`src/rtl/servo_pkg.sv`:
```
// Shared definitions for the servo chain: FSM states, position codes and default dwell.
package servo_pkg;

  typedef enum logic [1:0] {
    DESLIGADO = 2'b00,
    SUBINDO   = 2'b01,
    DESCENDO  = 2'b10
  } estado_t;

  // Position codes, also decoded by controle_servo into pulse widths.
  localparam logic [1:0] POS_OFF   = 2'b00;
  localparam logic [1:0] POS_1MS   = 2'b01;
  localparam logic [1:0] POS_1_5MS = 2'b10;
  localparam logic [1:0] POS_2MS   = 2'b11;

  // 500 ms at a 50 MHz clock.
  localparam int T_PASSO_500MS = 25_000_000;

endpackage

```
`src/rtl/contador_passo.sv`:
```
// Modulo-T_PASSO dwell counter; fim flags the last cycle of each dwell period.
module contador_passo #(
  parameter int T_PASSO = servo_pkg::T_PASSO_500MS
) (
  input  logic clock,
  input  logic reset,
  input  logic zera,
  input  logic conta,
  output logic fim
);

  localparam int W = $clog2(T_PASSO);
  localparam logic [W-1:0] ULTIMO = W'(T_PASSO - 1);

  logic [W-1:0] contagem;

  // Wraps to zero at ULTIMO, so the count never leaves 0..T_PASSO-1.
  always_ff @(posedge clock) begin
    if (reset || zera) begin
      contagem <= '0;
    end else if (conta) begin
      if (contagem == ULTIMO) begin
        contagem <= '0;
      end else begin
        contagem <= contagem + 1'b1;
      end
    end
  end

  assign fim = (contagem == ULTIMO);

endmodule

```
`src/rtl/varredura_servo.sv`:
```
// Sweep sequencer: steps posicao 01->10->11->10->01... every T_PASSO cycles while ligar is high.
module varredura_servo
  import servo_pkg::*;
#(
  parameter int T_PASSO = T_PASSO_500MS
) (
  input  logic       clock,
  input  logic       reset,
  input  logic       ligar,
  output logic [1:0] posicao,
  output logic       passo,
  output logic       sentido,
  output logic [1:0] db_estado
);

  estado_t    estado, estado_n;
  logic [1:0] posicao_n;
  logic       passo_n;
  logic       sentido_n;
  logic       zera;
  logic       fim;

  // The timer only runs in a sweep state with ligar still high, so every
  // (re)entry starts a full dwell from zero.
  assign zera = (estado == DESLIGADO) || !ligar;

  contador_passo #(
    .T_PASSO(T_PASSO)
  ) u_contador (
    .clock(clock),
    .reset(reset),
    .zera (zera),
    .conta(1'b1),
    .fim  (fim)
  );

  always_ff @(posedge clock) begin
    if (reset) begin
      estado  <= DESLIGADO;
      posicao <= POS_OFF;
      passo   <= 1'b0;
      sentido <= 1'b0;
    end else begin
      estado  <= estado_n;
      posicao <= posicao_n;
      passo   <= passo_n;
      sentido <= sentido_n;
    end
  end

  // Disable is checked before expiry so a falling ligar suppresses the step.
  always_comb begin
    estado_n  = estado;
    posicao_n = posicao;
    passo_n   = 1'b0;
    case (estado)
      DESLIGADO: begin
        posicao_n = POS_OFF;
        if (ligar) begin
          estado_n  = SUBINDO;
          posicao_n = POS_1MS;
        end
      end
      SUBINDO: begin
        if (!ligar) begin
          estado_n  = DESLIGADO;
          posicao_n = POS_OFF;
        end else if (fim) begin
          passo_n = 1'b1;
          if (posicao == POS_2MS) begin
            estado_n  = DESCENDO;
            posicao_n = POS_1_5MS;
          end else begin
            posicao_n = posicao + 2'd1;
          end
        end
      end
      DESCENDO: begin
        if (!ligar) begin
          estado_n  = DESLIGADO;
          posicao_n = POS_OFF;
        end else if (fim) begin
          passo_n = 1'b1;
          if (posicao == POS_1MS) begin
            estado_n  = SUBINDO;
            posicao_n = POS_1_5MS;
          end else begin
            posicao_n = posicao - 2'd1;
          end
        end
      end
      default: begin
        estado_n  = DESLIGADO;
        posicao_n = POS_OFF;
      end
    endcase
    sentido_n = (estado_n == SUBINDO);
  end

  assign db_estado = estado;

endmodule
```
`config.mk`:
```
export PLATFORM = sky130hd
export DESIGN_NAME = varredura_servo
export DESIGN_NICKNAME = d
export VERILOG_FILES = /design/src/rtl/servo_pkg.sv /design/src/rtl/contador_passo.sv /design/src/rtl/varredura_servo.sv
export SDC_FILE = /design/constraint.sdc
export NUM_CORES = 1
export LEC_CHECK = 0
export CORE_UTILIZATION = 30
export DETAILED_ROUTE_END_ITERATION = 8
export GPL_TIMING_DRIVEN = 0
export PLACE_DENSITY = 0.5
export SLEW_MARGIN = 20
export SYNTH_ARGS = -nofsm -noshare
export SYNTH_HDL_FRONTEND = slang
export SYNTH_SLANG_ARGS = --single-unit
```
`constraint.sdc`:
```
create_clock -name clock -period 4.25 [get_ports clock]
set_input_delay 0.425 -clock clock [delete_from_list [all_inputs] [get_ports clock]]
set_output_delay 0.425 -clock clock [all_outputs]
set_load 0.1 [all_outputs]
```
==> results.txt, run 1 <==
* Die Y-Extent: 76.2 um
- TritonCTS Buffers: 5
- Layout Nets: 219
- Setup total negative slack on the finished layout was measured at 0 ps.
- STA puts the critical path data arrival time at 1930 ps.
- Once placement finished, the instance area stood at 1820 um^2.
- The startpoint identified for the worst hold timing path is u_contador.contagem[0].
* Number of placed instances with taps included: 274
- Stage delay of the slowest cell on the critical path: 1180 ps
- The worst register-to-register path has a depth of 6.
- Counting flops and latches in the post-synthesis netlist gives 31.
- Count of vias placed by the detailed router: 1476
* Highest clock frequency the design can meet: 424 MHz
- Clock-pin slew was measured on the worst setup and hold paths at 70 ps.
* Total internal power: 455 uW
- Global-route total usage across every layer: 14.3%
- Area leader, netlist: dfxtp_1
* Number of detailed-route iterations in the first pass: 4
- Number of global-route vias before repair: 1398
* Cell family contributing the most delay on the critical path: buffers and inverters
- Worst Max-Slew Pin Slew: 962 ps
- The number of buffers and inverters on the critical path is 1.
* Core Area: 5200 um^2
* Commonest cells in the netlist: dfxtp_1 (31), nor2_1 (18), a21oi_1 (17)
- The clock tree synthesis step divided the H-tree into 2 levels.
- Of all nets on the critical path, the largest fanout is 8.
- Sequential cells were found to cover 37.5% of the synthesized design area.
- Post-CTS setup buffer count: 0
- Net count of the mapped netlist: 204
* Area of the mapped netlist: 1650 um^2
- CP Class: reg2out
* Routed met3 length: 160 um
- In the synthesized netlist the async set-or-reset flop fraction comes to 0%.
* Gp weighted congestion: 0.748
* DRC violation total after the first TritonRoute iteration: 91
- Fill cell total of the finished layout: 548
* Power Total: 610 uW
* Unrepaired setup endpoints after global routing: no
- Among all stages on the critical path, the largest delay is contributed by clkdlybuf4s50_1.
* Biggest area contributors in the synthesized netlist: dfxtp_1 (38%), a21oi_1 (5.1%), nor2_1 (4.1%), ha_1 (3.8%), nand4_1 (3.4%)
- The flow ran to the end, and the final reports show no timing, DRC or antenna violations.
- Data on the critical path is required at its endpoint by 3830 ps.
- In the final routed layout, each cell accounts on average for 12.8 um.
- Worst setup EP type: output pin
* Fin area: 1920 um^2
* Routed vias/inst: 5.23
- No sink is reached through more buffers than the 2 on the longest clock path.
- After detailed routing, the number of remaining DRC violations is 0.
* Switching Fraction: 25.4%
* Number of hold buffers added after CTS: 0
* Startpoint types: register
- Final routed wirelength across all metal layers: 3600 um
* Final ANT Viol Nets: 0
- CTS saw 31 sinks.
* Fraction of final layout cells with drive strength greater than 1: 9.43%
- Routed metal-1 wirelength: 1800 um
* Finish-stage setup viols: 0
* Final Cycle Share: 55.5%
- After floorplanning, the core was divided into 26 placement rows.
* Worst Skew: 3.70 ps
- Die outline area: 5810 um^2
- Source of the worst register-to-register timing path: u_contador.contagem[6]
- Leak pwr: 0.590 nW
* Max Cap Viol: 0
* Number of enable flip-flop cells after synthesis: 0
- Net switching component of the power: 155 uW
- The first global-routing pass estimated 6580 um of wire.
- The worst hold path belongs to the class reg2reg.
- After global routing the overflow that remains totals 0.
- For this run, the number of Yosys warnings is 0.
- Counting I/O delays and the setup requirement, the final critical path takes 2360 ps.
* Post-Syn Area per Cell: 8.43 um^2
* Highest metal layer with signal wires: met4
- Most frequent cell after synthesis: dfxtp_1
- Gates resized during post-CTS repair numbered 0.
- Number of ports placed on the die boundary: 9
- Number of antenna violations at the first check in global routing: 0
* Synthesized instance count: 196
- Cells along the critical path: clkdlybuf4s50_1
- Worst max-slew margin expressed relative to the limit: 35.7%
- In this run the register-to-register setup slack is 1910 ps.
- Number of hold violations in the final report: 0
* Clock group share of total power: 43.2%
- In this run the critical register-to-register path is captured at u_contador.contagem[24].
* Worst hold path cell count: 1
- Sequential cells account for 48.7% of the total power.
- Number of distinct library cells after synthesis: 42
- The final-report max-slew violation count came to 0.
- The share of synthesized area in the top cell type comes to 37.5%.
- Entering global routing, the biggest net connects 11 pins.
- The number of antenna diodes in the final layout is 0.
- Met2 wire length: 1550 um
- The later pin in the worst-skew pair is clocked with a latency of 290 ps.
- From left edge to right edge, the die measures 76.2 um.
* Part of the power in combinational logic: 8.1%
* Worst hold endpoint: u_contador.contagem[0]
- Clock Root Buffer: clkbuf_8
- Dividing total power by cell area gives a power density of 317 nW/um^2.
* Final standard cell count with taps included and fillers excluded: 282
- Peak supply drop: 0.000181 V
* Synth Flop Type: dfxtp_1
- TritonCTS clock tree: built
- Relative to the synthesized area, the layout overhead comes to 16.4%.
- Effective utilization at floorplan: 31.8%
- Detailed placement finished with a half-perimeter wire length of 2620 um.
* Port Buf Inserts: 8
-- how the worst max path moves through the flow --
stage,from,to,slack (ps),depth (start not counted)
after CTS,db_estado[0],db_estado[0],1870,1
after floorplan,db_estado[0],db_estado[1],1930,6
after global placement,u_contador.contagem[6],u_contador.contagem[4],1920,6
after global routing,u_contador.contagem[6],u_contador.contagem[4],1570,6
final,db_estado[0],db_estado[0],1890,1
after detailed placement,u_contador.contagem[6],u_contador.contagem[24],1920,6
-- registers in the layout, summed over array words and instances, names as in the netlist --
signal               cells
posicao                  2
sentido                  1
db_estado                2
u_contador.contagem     25
passo                    1
-- worst reg2reg max path: cells and delay by family, from the launching register on --
| family | cells | cell delay [ps] |
|---|---|---|
| simple gates | 2 | 710 |
| compound gates | 2 | 710 |
| buf+inv | 2 | 490 |
| flops | 1 | 310 |
-- power by group through the flow --
stage | registers, mW | logic, mW | clock network, mW
6_report | 0.297 | 0.0495 | 0.264
5_1_grt | 0.297 | 0.0529 | 0.287
4_1_cts | 0.297 | 0.0496 | 0.272
3_5_place_dp | 0.304 | 0.0495 | 0
3_3_place_gp | 0.304 | 0.0499 | 0
2_1_floorplan | 0.321 | 0.0190 | 0
-- cells by family after synthesis --
| family | Yosys count | share of synthesized area, % |
|---|---|---|
| simple gates | 84 | 29.8 |
| flops | 31 | 37.5 |
| buf+inv | 17 | 5.00 |
| compound gates | 46 | 16.9 |
| mux | 2 | 1.21 |
| fa+ha+maj | 5 | 3.79 |
| xor+xnor | 11 | 5.83 |
-- cell usage in the layout, fill, tap and decap left out, types with 8 or more instances in the layout --
| master | instances |
|---|---|
| a21oi_1 | 17 |
| nand3_1 | 11 |
| nor2_1 | 18 |
| o21ai_0 | 11 |
| nand4_1 | 9 |
| dfxtp_1 | 31 |
| inv_1 | 10 |
| clkdlybuf4s50_1 | 8 |
| nand2_1 | 8 |
-- cell type report --
type                            instances  area (um^2)  area share, %
Clock inverter                          1         7.51          0.390
Sequential cell                        31          621           32.2
Multi-Input combinational cell        148          950           49.3
Timing Repair Buffer                    8         80.1           4.16
Tap cell                               70         87.6           4.55
Inverter                               10         37.5           1.95
Clock buffer                            7         96.3           5.01
Buffer                                  7         45.0           2.34
-- per-layer routing --
metal	track usage [%]	vias to the layer above
met5	0	-
met3	3.23	9
met2	21.3	27
met4	7.31	0
met1	19.4	677
li1	-	763
-- through the flow --
stage	setup WS (ps)	hold WS, ps	util (%)
after floorplan	1930	448	-
after global placement	1920	466	35.0
after detailed placement	1920	475	35.0
after CTS	1870	497	37.0
after global routing	1570	501	37.0
final	1890	490	37.0
No activity file was read; power rests on OpenSTA's default activity.
==> run 2: changes to the inputs <==
PLACE_DENSITY = 0.51   (was 0.5)
clock period = 2 ns   (was 4.25 ns; I/O delays follow)
==> run 2 against run 1 <==
Net effect:
- global-route usage is 0.72 points lower
- register-to-register slack got worse by 1800 ps
- die area is the same
- clock power is 130% higher
- largest cell class unchanged
==> results.txt, run 2 (synthesis results as in run 1) <==
- Die outline area: 5810 um^2
- Total congestion overflow after global routing: 0
- The final critical path takes up 95.4% of the cycle.
- Most common cell after layout, fill and taps aside: dfxtp_1
* Final HPWL from detailed placement: 2540 um
- Summed over all nets, wire length on met3 after detailed routing comes to 124 um.
- STA puts the critical path data required time at 1800 ps.
- Port Buf Inserts: 8
* Leak pwr: 0.638 nW
- Flip-flop count of the largest register, all copies and words added: 25
* Cells along the critical path: clkdlybuf4s50_1
- Global-route total usage across every layer: 13.6%
* Row count: 26
- Highest clock frequency the design can meet: 524 MHz
- Among all stages on the critical path, the largest delay is contributed by clkdlybuf4s50_1.
- Number of hold violations in the final report: 0
* Startpoint types: register
* CP Class: reg2out
- Cell family contributing the most delay on the critical path: buffers and inverters
* TritonCTS clock tree: built
- The count of nets left with antenna violations once routing finished came out at 0.
- Maximum clock insertion buffer count: 2
* Top library cells by usage in the layout, fill and taps aside: dfxtp_1 (23), nor2_1 (18), a21oi_1 (16), nand3_1 (11), o21ai_0 (11)
- Compared with the post-synthesis result, the final layout area differs by 21.9%.
* Width of the die: 76.2 um
- The final-report max-slew violation count was 0.
- Fraction of final layout cells with drive strength greater than 1: 17.6%
- Summed over all nets, wire length on met2 after detailed routing comes to 1580 um.
- Number of antenna cells inserted: 0
* Clock Root Buffer: clkbuf_8
- The routed layout has 1466 vias.
- In the routed design, unresolved DRC markers number 0.
- On the final layout, the worst clock skew is 3.85 ps.
- Routed metal-1 wirelength: 1880 um
- Unrepaired setup endpoints after global routing: no
- Number of placed instances with taps included: 274
- Total Neg Setup Slack: 0 ps
* Clock-pin slew on the worst setup and hold paths: 60 ps
- For this design, the sink count on the clock tree is 31.
* Max Cap Viol: 0
- Of all nets on the critical path, the largest fanout is 1.
- In the final design database the tool counted 224 nets.
* Routed vias/inst: 5.13
- The floorplan step defined a core boundary enclosing 5200 um^2.
* Fin area: 2010 um^2
* Worst Max-Slew Pin Slew: 959 ps
* Gp weighted congestion: 0.759
* Placed inst area: 1820 um^2
- In this run, CTS created clock tree buffers numbering 5.
* Number of global-route vias before repair: 1355
- Number of H-tree branching levels: 2
* CP Buf/Inv Count: 1
- Finish-stage setup viols: 0
- Number of ports placed on the die boundary: 9
- In this run the worst hold path is classified as reg2reg.
* Highest metal layer with signal wires: met4
* DRC violation total after the first TritonRoute iteration: 80
- WL/cell: 12.8 um
- The worst pin sits at a relative slew slack of 35.9%.
- CP Data Arrival Time: 1710 ps
- Worst setup EP type: output pin
- After detailed routing, the total wire length is 3650 um.
* Die Y-Extent: 76.2 um
* Power Total: 1.33 mW
- Number of hold buffers added after CTS: 0
- Setup slack on the worst reg-to-reg path comes out at 100 ps.
* Final standard cell count with taps included and fillers excluded: 286
* Number of antenna violations at the first check in global routing: 0
* Pin count of the biggest net entering global routing: 11
* Insertion delay to the later sink of the worst-skew pair: 280 ps
- Across all hold checks on the routed design, the worst slack comes to 468 ps.
- The run finished with clean final reports.
* Global-route wire length before repair: 6290 um
- Stage delay of the slowest cell on the critical path: 1120 ps
* Power density relative to cell area: 662 nW/um^2
- More flip-flops sit in one register than any other, and that register is u_contador.contagem.
* Peak supply drop: 0.000331 V
- The first detailed-routing pass ran for 4 iterations.
* Minimum clock period after layout: 1910 ps
* Effective utilization at floorplan: 31.8%
==> run 2: layer usage <==
layer / track usage [%] / vias up
met5: 0 / -
met4: 6.35 / 0
met3: 3.23 / 7
met2: 21.0 / 27
met1: 17.9 / 672
li1: - / 760
==> run 2: final cells by class <==
type,count,area [um^2]
Clock inverter,1,30.0
Sequential cell,31,633
Clock buffer,6,72.6
Inverter,10,37.5
Fill cell,547,3190
Buffer,6,41.3
Tap cell,70,87.6
Multi-Input combinational cell,148,992
Timing Repair Buffer,14,120
==> run 2: path summary, 6_finish.rpt <==
kind                                        startpoint                 endpoint  cells past startpoint
worst min register to register  u_contador.contagem[0]   u_contador.contagem[0]                      1
worst max register to register  u_contador.contagem[0]  u_contador.contagem[20]                      6
worst max-delay path                           sentido                  sentido                      1
worst min-delay path            u_contador.contagem[0]   u_contador.contagem[0]                      1
==> run 2: power by group <==
| group | switching [mW] | internal [mW] | total, mW |
|---|---|---|---|
| Combinational | 0.0759 | 0.0302 | 0.106 |
| Sequential | 0.00749 | 0.623 | 0.631 |
| Clock | 0.232 | 0.365 | 0.597 |
==> run 2: through the flow <==
step / utilization, % / setup WS [ps]
after floorplan: - / 62.5
after global placement: 35.0 / -326
after detailed placement: 35.0 / -309
after CTS: 38.1 / 16.1
after global routing: 38.7 / 5.14
final: 38.7 / 92.3
==> run 2: repair_timing <==
item / CTS / global route
pin swaps: 2 / 3
resized for setup: 10 / 10
buffers inserted: 5 / 1
hold endpoints to repair: 0 / 0
endpoints found under the setup margin: 25 / 22
==> run 3: changes to the inputs <==
PLACE_DENSITY = 0.5   (was 0.51)
clock period = 2.5 ns   (was 2 ns; I/O delays follow)
==> run 3 against run 2 <==
Net effect:
- combinational power fell by 20%
- sequential power fell by 20%
- power fell by 22%
- clock skew barely moved
- register-to-register slack improved by 250 ps
- utilization fell by 1.7 points
- cell area fell by 4.3%
- final cell count fell by 1.4%
- die area did not move
- clock power fell by 25%
- non-clock buffer count fell by 5
==> results.txt, run 3 (synthesis results as in run 1) <==
- Summing over every cut layer, the via total after detailed routing is 1468.
- Gp weighted congestion: 0.748
- The die is 76.2 um wide.
* Crit path required time: 2250 ps
- Across all register-to-register paths, the minimum setup slack is 350 ps.
* Count of cells resized by post-cts repair: 0
* Total count of max-transition violations in the final report: 0
- The worst register-to-register path begins at u_contador.contagem[6].
- The clock tree synthesis step divided the H-tree into 2 levels.
- Once the floorplan was initialized, standard cells occupied 31.8% of the core.
* Power density relative to cell area: 538 nW/um^2
- Unrepaired setup endpoints after global routing: no
* Total Neg Setup Slack: 0 ps
* Final Cycle Share: 87.5%
- Fin area: 1930 um^2
* Number of antenna cells inserted: 0
- Worst max-slew margin expressed relative to the limit: 35.7%
* Number of ports placed on the die boundary: 9
- CP Class: reg2out
- The path with the worst hold slack has its endpoint at u_contador.contagem[0].
- Number of placed instances with taps included: 274
- Input and output buffers added on the ports amount to 8.
* Worst Max-Slew Pin Slew: 962 ps
- Flip-flop count of the largest register, all copies and words added: 25
* Final ANT Viol Nets: 0
* Most common cell after layout, fill and taps aside: dfxtp_1
* Fraction of final layout cells with drive strength greater than 1: 9.91%
- CP Data Arrival Time: 1940 ps
* Sink count of the clock tree: 31
- The completed layout was analyzed and its total power is 1.04 mW.
- In this run the critical register-to-register path is captured at u_contador.contagem[24].
- R2r worst-path depth: 6
* Number of hold buffers added after CTS: 0
* Top library cells by usage in the layout, fill and taps aside: dfxtp_1 (31), nor2_1 (18), a21oi_1 (17), nand3_1 (11), o21ai_0 (11)
* Post-route DRC violation count: 0
- The floorplan has 26 rows.
- Total congestion overflow after global routing: 0
- Number of antenna violations at the first check in global routing: 0
- Leak pwr: 0.591 nW
- Maximum clock insertion buffer count: 2
- Clock tree synthesis inserted a total of 5 buffers.
* Die outline area: 5810 um^2
- From synthesis to final layout, the design area changed by 16.7%.
- The largest individual stage delay along the critical path comes from the cell clkdlybuf4s50_1.
- The worst setup path is captured at an output pin.
- Peak supply drop: 0.000308 V
- Setup violations remaining at the end of the flow were counted as 0.
- Pin count of the biggest net entering global routing: 11
* Global-route total usage across every layer: 14.3%
* Startpoint types: register
- WL/cell: 12.8 um
* TritonCTS clock tree: built
- The cell family contributing the most delay on the critical path is buffers and inverters.
- Insertion delay to the later sink of the worst-skew pair: 290 ps
* Cells along the critical path: clkdlybuf4s50_1
- Largest Register: u_contador.contagem
- Final HPWL from detailed placement: 2620 um
* Number of hold violations in the final report: 0
- Stage delay of the slowest cell on the critical path: 1180 ps
- Max Cap Viol: 0
- The cell sitting at the root of the clock tree is a clkbuf_8.
* Hold crit path type: reg2reg
- Clock-pin slew on the worst setup and hold paths: 70 ps
- Status: complete, no violations
* Worst hold path cell count: 1
- Post-CTS setup buffer count: 0
- The first detailed-routing pass ran for 4 iterations.
- Core Area: 5200 um^2
- Worst-path fanout max: 8
- Startpoint of the lowest-slack hold path: u_contador.contagem[0]
* CP Buf/Inv Count: 1
- Once layout is complete, the cells apart from fillers number 282.
* Worst Skew: 3.61 ps
- DRC violation total after the first TritonRoute iteration: 92
- The number of global-route vias before repair came to 1398.
- Die Y-Extent: 76.2 um
- Placed inst area: 1820 um^2
- Wires add up to 3610 um.
* Highest clock frequency the design can meet: 457 MHz
- The final layout contains 219 nets.
* Minimum clock period after layout: 2190 ps
- The first global-routing pass estimated 6580 um of wire.
- In the routed layout, each cell is associated on average with a via count of 5.21.
run 3: cell count changes in the layout (fill, tap and decap cells not counted), sizes merged:
cell           change
clkbuf             +3
clkinvlp           +1
clkdlybuf4s50      +4
dlygate4sd2        -4
buf                -7
bufinv             -1
run 3: worst max-delay path by stage:
stage | end | cells after the start | start
final | db_estado[0] | 1 | db_estado[0]
after global routing | u_contador.contagem[4] | 6 | u_contador.contagem[6]
after global placement | u_contador.contagem[4] | 6 | u_contador.contagem[6]
after floorplan | db_estado[1] | 6 | db_estado[0]
after detailed placement | u_contador.contagem[24] | 6 | u_contador.contagem[6]
after CTS | u_contador.contagem[24] | 6 | u_contador.contagem[6]
run 3: power by group:
part	switching [mW]	leakage [nW]	internal, mW	total (mW)
Combinational	0.0602	0.290	0.0242	0.0845
Sequential	0.00611	0.250	0.499	0.505
Clock	0.199	0.0505	0.250	0.449
run 3: per-stage QoR:
| stage | setup slack [ps] | hold slack, ps | util (%) |
|---|---|---|---|
| floorplan | 184 | 411 | - |
| global placement | 172 | 466 | 35.0 |
| detailed placement | 171 | 475 | 35.0 |
| CTS | 155 | 497 | 37.0 |
| global route | 25.7 | 501 | 37.0 |
| finish | 312 | 490 | 37.0 |
run 3: layout make-up:
class                   count  area, um^2
plain buffers               7        45.0
clock buffers               7        96.3
clock inverters             1        7.51
fillers                   549        3280
inverters                  10        37.5
multi-input cells         148         953
flip-flops and latches     31         621
well taps                  70        87.6
repair buffers              8        80.1
run 3: layer usage:
layer / routed length (um) / part of all wire, % / track usage [%]
met5: 0 / 0 / 0
met4: 91 / 2.5 / 7.31
met3: 116 / 3.2 / 3.23
met2: 1530 / 42 / 21.3
met1: 1870 / 52 / 19.4
